**config.mk**
```make
export PLATFORM = sky130hd
export DESIGN_NAME = lat_return_buf
export DESIGN_NICKNAME = d
export VERILOG_FILES = /design/src/rtl/lat_return_buf.sv
export SDC_FILE = /design/constraint.sdc
export NUM_CORES = 1
export LEC_CHECK = 0
export ABC_AREA = 1
export CAP_MARGIN = 25
export CORE_ASPECT_RATIO = 0.75
export CORE_MARGIN = 5
export CORE_UTILIZATION = 43
export CTS_CLUSTER_SIZE = 10
export DETAILED_ROUTE_END_ITERATION = 7
export GPL_ROUTABILITY_DRIVEN = 0
export HOLD_SLACK_MARGIN = 0.12
export PLACE_DENSITY_LB_ADDON = 0.12
export SYNTH_ARGS = -nofsm -noshare
export SYNTH_HDL_FRONTEND = slang
export SYNTH_SLANG_ARGS = --single-unit
```
**constraint.sdc**
```tcl
create_clock -name clk -period 1.7 [get_ports clk]
set_input_delay 0.17 -clock clk [delete_from_list [all_inputs] [get_ports clk]]
set_output_delay 0.17 -clock clk [all_outputs]
set_load 0.02 [all_outputs]
```
**src/rtl/lat_return_buf.sv**
```systemverilog
// Return buffer for a fixed-latency pipe: credit-gated launch plus a FWFT FIFO.
// Define LAT_RETURN_BUF_CHECK_EN to enable launch/return protocol checking on err_o.
module lat_return_buf #(
    parameter int DATA_WIDTH = 8,
    parameter int DEPTH      = 4,
    parameter int LATENCY    = 2
) (
    input  logic                  clk,
    input  logic                  rst,
    input  logic                  req_valid_i,
    output logic                  req_ready_o,
    output logic                  launch_o,
    input  logic                  ret_valid_i,
    input  logic [DATA_WIDTH-1:0] ret_data_i,
    output logic                  out_valid_o,
    input  logic                  out_ready_i,
    output logic [DATA_WIDTH-1:0] out_data_o,
    output logic                  err_o
);

    localparam int AW = $clog2(DEPTH);
    localparam int CW = AW + 1;

    logic [CW-1:0]         cnt;
    logic [AW:0]           wr_ptr;
    logic [AW:0]           rd_ptr;
    logic [DATA_WIDTH-1:0] mem [DEPTH];

    logic empty;
    logic full;
    logic push;
    logic pop;
    logic dec;

    assign empty = (wr_ptr == rd_ptr);
    assign full  = (wr_ptr[AW-1:0] == rd_ptr[AW-1:0]) &&
                   (wr_ptr[AW] != rd_ptr[AW]);

    assign req_ready_o = (cnt < CW'(DEPTH));
    assign launch_o    = req_valid_i && req_ready_o;

    assign out_valid_o = !empty;
    assign out_data_o  = mem[rd_ptr[AW-1:0]];

    assign push = ret_valid_i && !full;
    assign pop  = !empty && out_ready_i;
    // Stray returns after a reset can pop words that hold no credit.
    assign dec  = pop && (cnt != '0);

    always_ff @(posedge clk) begin
        if (rst) begin
            cnt    <= '0;
            wr_ptr <= '0;
            rd_ptr <= '0;
        end else begin
            if (push) begin
                wr_ptr <= wr_ptr + 1'b1;
            end
            if (pop) begin
                rd_ptr <= rd_ptr + 1'b1;
            end
            if (launch_o && !dec) begin
                cnt <= cnt + 1'b1;
            end else if (!launch_o && dec) begin
                cnt <= cnt - 1'b1;
            end
        end
    end

    always_ff @(posedge clk) begin
        if (!rst && push) begin
            mem[wr_ptr[AW-1:0]] <= ret_data_i;
        end
    end

`ifdef LAT_RETURN_BUF_CHECK_EN
    logic [LATENCY-1:0] launch_sr;
    logic               err;

    always_ff @(posedge clk) begin
        if (rst) begin
            launch_sr <= '0;
            err       <= 1'b0;
        end else begin
            launch_sr[0] <= launch_o;
            for (int i = 1; i < LATENCY; i++) begin
                launch_sr[i] <= launch_sr[i-1];
            end
            if ((ret_valid_i != launch_sr[LATENCY-1]) ||
                (ret_valid_i && full)) begin
                err <= 1'b1;
            end
        end
    end

    assign err_o = err;
`else
    assign err_o = 1'b0;
`endif

endmodule

```
; Word-level counts from Yosys, hierarchy flattened
; Memory sizes are Yosys's and may differ from the RTL's. A register that Yosys moved wholly into a read port is not among the register bits.
; Cells that the tools add are included.
[totals]
n_memories = 1
elab_cells = 33
regBits = 9
mem_bits_rw = 32
[memory_table]
columns = memory, words, width, read_ports, rd_ports_with_merged_regs, wr, line_no
row1 = mem, 4, 8, 1, 1, 1, 27  ; logic [DATA_WIDTH-1:0] mem [DEPTH];
[op_classes]
mux = 6
add_sub_neg = 4
n_eq_ne = 3
n_reduce_logical = 15
n_lt_le_gt_ge = 1
[op_table]
columns = cell, n
row1 = "adder 3 x 1 -> 3 bit, second input constant", 3
row2 = logical AND 1 bit, 8
row3 = 2-to-1 mux 3 bit, 2
row4 = zero test 1 bit, 5
row5 = 2-to-1 mux 2 bit, 2
row6 = == test 3 bit, 1
row7 = "less-than comparator 3 bit, second input constant", 1
row8 = nonzero test 3 bit, 1
row9 = "subtractor 3 x 1 -> 3 bit, second input constant", 1
row10 = == test 2 bit, 1
row11 = 2-to-1 mux 1 bit, 2
row12 = nonzero test 2 bit, 1
row13 = != test 1 bit, 1

; Logic depth before layout (Yosys ltp)
; Gate-level depths: netlist of the first run.
[logic_depth]
word_depth = 7
mapped_depth = 13
ltp_nobuf = 13

; Worst setup path after synthesis of the first run
; OpenSTA, ideal clock, no wires.
[synth_path]
kind = register to register
from = register wr_ptr[1]
to = register cnt[2]
path_slack_ns = -0.233
path_stages_with_launch = 12
setup_ns = 0.127
t_arrival_ns = 1.806
t_required_ns = 1.573
path_cell_list = dfxtp_1 nand2_1 nand2_4 nand3_4 o311ai_0 ha_1 inv_1 fa_1 nand2_1 nand3_1 o21ai_0 a21oi_1
[synth_between]
elab_chain_cells = 7
word_cells_on_any_way = 9
cone_classes = 1 x eq/ne / 1 x mux / 7 x reduce/logical
[synth_lines]
columns = element, line_no
row1 = "start, declared", 25  ; logic [AW:0] wr_ptr;
row2 = "start signal, assigned", 57  ; wr_ptr <= wr_ptr + 1'b1;
row3 = == test 3 bit (*), 35  ; assign empty = (wr_ptr == rd_ptr);
row4 = zero test 1 bit (*), -
row5 = net out_valid_o, 15  ; output logic out_valid_o,
row6 = logical AND 1 bit (*), 46  ; assign pop = !empty && out_ready_i;
row7 = logical AND 1 bit (*), 48  ; assign dec = pop && (cnt != '0);
row8 = zero test 1 bit, 62  ; if (launch_o && !dec) begin
row9 = logical AND 1 bit, 62
row10 = 2-to-1 mux 3 bit / nonzero test 2 bit (equally long branches), -
row11 = "end signal, assigned", 63  ; cnt <= cnt + 1'b1;
row12 = "end signal, assigned", 65  ; cnt <= cnt - 1'b1;
row13 = "end, declared", 24  ; logic [CW-1:0] cnt;
; The timed path passes the listed nets; every way through them passes the cells marked *.
; A chain may end at the register's enable or synchronous reset.

; Worst setup path in the final report of the first run
[layout_path]
from = register wr_ptr[0]
to = register cnt[1]
[layout_between]
elab_chain_cells = 7
word_cells_on_any_way = 9
cone_classes = 1 x eq/ne / 1 x mux / 7 x reduce/logical
[layout_lines]
columns = element, line_no
row1 = == test 3 bit (*), 35
row2 = zero test 1 bit (*), 46
row3 = logical AND 1 bit (*), 46
row4 = logical AND 1 bit (*), 48
row5 = zero test 1 bit, 62
row6 = logical AND 1 bit, 62
row7 = 2-to-1 mux 3 bit / nonzero test 2 bit (equally long branches), -
; Mark *: on every way between the ends. The rest lies on a longest branch, timed or not.

==> results.sh, run 1 <==
export IMPL_status="complete, but fails checks"
export IMPL_violations="negative setup slack"
export IMPL_path_clk_slew_ns=0.09
export IMPL_die_x_um=86.4
export IMPL_drive_above_1_share_pct=34.3
export IMPL_antenna_found_initial=0
export IMPL_cts_sinks=43
export IMPL_worstHoldPathType="in2reg"
export IMPL_grt_pass1_wl_mm=6.38
export IMPL_synthArstFlopShare_pct=0
export IMPL_cp_max_fo=3
export IMPL_die_area_um2=5810
export IMPL_syn_avg_cell_area_um2=10.8
export IMPL_yosysSeqAreaShare_pct=62.8
export IMPL_clockBufferDepth=2
export IMPL_first_global_vias=1382
export IMPL_cts_tree="yes"
export IMPL_synth_most_common_cell="edfxtp_1"
export IMPL_row_count=20
export IMPL_synth_area_leader_cell="edfxtp_1"
export IMPL_hp_start="ret_data_i[7]"
export IMPL_ys_ff_latch=43
export IMPL_holdWs_ns=0.508
export IMPL_worst_slack_ns=-0.0732
export IMPL_cts_buffers=5
export IMPL_num_antenna_cells=0
export IMPL_post_route_min_period_ns=1.77
export IMPL_critPathMaxStageDelay_ns=0.44
export IMPL_core_um2=4130
export IMPL_grt_max_degree=17
export IMPL_rrSetupSlack_ns=-0.07
export IMPL_synth_area_leaders="edfxtp_1 (51%), dfxtp_1 (12%), nor2_1 (6.0%), o21ai_0 (5.1%), ha_1 (4.0%)"
export IMPL_maxCapViolations=0
export IMPL_start_util_pct=45.5
export IMPL_yosysTopAreaCellShare_pct=51.1
export IMPL_ir_worst_vdd_v=0.000756
export IMPL_slew_viol_final=0
export IMPL_utilization_pct=62.6
export IMPL_synth_cells=174
export IMPL_cp_required_ns=1.90
export IMPL_syn_area_um2=1880
export IMPL_powerDensity_nw_per_um2=1140
export IMPL_worst_setup_path_start_kind="flop"
export IMPL_critical_path_arrival_ns=1.97
export IMPL_ys_types=21
export IMPL_leakage_nw=1.02
export IMPL_crit_type="reg2reg"
export IMPL_drc=0
export IMPL_viasPerCell=4.91
export IMPL_io_pins=25
export IMPL_timing_final_hold_violations=0
export IMPL_overflow=0
export IMPL_synth_nets=194
export IMPL_ys_flop_type="edfxtp_1"
export IMPL_place_hpwl_mm=2.68
export IMPL_cts_max_level=2
export IMPL_wire_per_inst_um=13.7
export IMPL_drtIter0Drc=125
export IMPL_synth_common_cells="edfxtp_1 (32), nor2_1 (30), o21ai_0 (19), inv_1 (18), nand2_1 (18)"
export IMPL_r2r_end="cnt[1]$_SDFFE_PP0P_"
export IMPL_clk_insertion_delay_late_ns=0.30
export IMPL_ys_warn_count=0
export IMPL_cp_slowest_cell="fa_2"
export IMPL_area_growth_pct=37.4
export IMPL_vias=1415
export IMPL_wl_mm=3.96
export IMPL_portBuffers=23
export IMPL_clock_skew_ns=0.0147
export IMPL_r2r_cells=10
export IMPL_rsz0062_at_grt="yes"
export IMPL_min_to="mem[1][7]$_DFFE_PP_"
export IMPL_max_freq_ghz=0.564
export IMPL_first_pass_iters=4
export IMPL_layout_nets=253
export IMPL_root_buffer="clkbuf_8"
export IMPL_finalCritPeriodShare_pct=104
export IMPL_final_setup_viol_count=2
export IMPL_crit_chain="inv_4 > nand2_2 > nand2_4 > nand3_4 > o311ai_4 > ha_2 > inv_2 > fa_2 > o21ai_2 > nor2_1"
export IMPL_synth_edff_count=32
export IMPL_grt_usage_pct=14.6
export IMPL_hold_depth=1
export IMPL_fp_dieH_um=67.3
export IMPL_postRouteAntennaNets=0
export IMPL_cp_end_kind="flop"
export IMPL_reg2reg_from="wr_ptr[0]$_SDFFE_PP0N_"
-- metal layers --
| metal | GRT usage, % | part of all wire [%] |
|---|---|---|
| met3 | 4.27 | 4.4 |
| met2 | 24.7 | 48 |
| met1 | 18.1 | 46 |
| met4 | 5.06 | 1.1 |
| met5 | 0 | 0 |
-- kinds of logic (layout without fill, tap and decap cells) --
| group | count (synthesis) | after routing | synth area share, % |
|---|---|---|---|
| AO/OA/AOI/OAI | 36 | 36 | 10.3 |
| other | 1 | 1 | 0.199 |
| AND/OR/NAND/NOR | 63 | 63 | 16.0 |
| buffers and inverters | 24 | 83 | 5.59 |
| flip-flops | 43 | 43 | 62.8 |
| adder cells (fa/ha/maj) | 7 | 7 | 5.06 |
-- report_power, final --
part / switching (mW) / total, mW / internal, mW
combinational: 0.491 / 0.893 / 0.402
sequential: 0.0734 / 1.28 / 1.20
clock: 0.331 / 0.762 / 0.431
total: 0.896 / 2.93 / 2.04
-- cell usage in the layout, fill, tap and decap left out, types with 6 or more instances in the layout --
master	netlist	final
edfxtp_1	32	32
buf_4	2	30
nor2_1	30	28
o21ai_0	19	17
nand2_1	18	16
clkdlybuf4s50_1	0	13
inv_1	18	10
inv_2	2	8
o22ai_1	8	8
a21oi_1	8	8
clkbuf_2	0	7
nand3_1	7	6
-- worst max-delay path by stage --
stage,cells past startpoint,start,slack (ns),to
floorplan,12,wr_ptr[0]$_SDFFE_PP0N_,-0.12,cnt[2]$_SDFFE_PP0P_
global placement,10,req_valid_i,-0.08,cnt[2]$_SDFFE_PP0P_
detailed placement,10,wr_ptr[2]$_SDFFE_PP0N_,-0.25,cnt[1]$_SDFFE_PP0P_
CTS,12,wr_ptr[0]$_SDFFE_PP0N_,-0.05,cnt[2]$_SDFFE_PP0P_
global route,12,wr_ptr[2]$_SDFFE_PP0N_,-0.15,cnt[2]$_SDFFE_PP0P_
finish,10,wr_ptr[0]$_SDFFE_PP0N_,-0.07,cnt[1]$_SDFFE_PP0P_
-- final cells by class --
class / instances / area (µm²)
fill: 333 / 1550
sequential: 43 / 1190
multi-input combinational: 107 / 678
timing repair buffer: 55 / 457
inverter: 21 / 83.8
clock buffer: 6 / 72.6
tap: 55 / 68.8
clock inverter: 1 / 30.0
-- critical path: cells and delay by family (launching register included) --
family,cells,cell delay [ns]
DFF,1,0.38
and+or+nand+nor,4,0.30
AOI/OAI and AO/OA,2,0.25
adders and majority gates,2,0.65
buffers and inverters,2,0.11
-- stage by stage --
stage | power [mW] | cells | instance area [µm²] | TNS, ns | setup WS, ns
finish | 2.93 | 288 | 2580 | -0.119 | -0.0732
global route | 3.09 | 288 | 2580 | -0.289 | -0.153
floorplan | 1.74 | 174 | 1900 | -0.202 | -0.118
global placement | 2.06 | 272 | 2340 | -0.147 | -0.0846
detailed placement | 2.12 | 272 | 2340 | -0.417 | -0.246
CTS | 2.91 | 286 | 2510 | -0.0961 | -0.0513
-- sequential cells by signal, indices dropped and copies added, names as in the netlist, named ones only --
register	count
wr_ptr	3
rd_ptr	3
mem	32
cnt	3
-- repair_timing --
action	4_1_cts	5_1_grt
setup buffers	7	4
setup endpoints to repair	12	26
pin swaps	3	8
hold buffers	0	0
gates resized for setup	20	32
Note: power is estimated with default switching activity, not from simulation.
==> inputs of run 2 (changes only) <==
SLEW_MARGIN = 10   (was not set)
==> results of run 2 <==
Same layout as run 1: the final DEF is identical, and so are final timing and power.
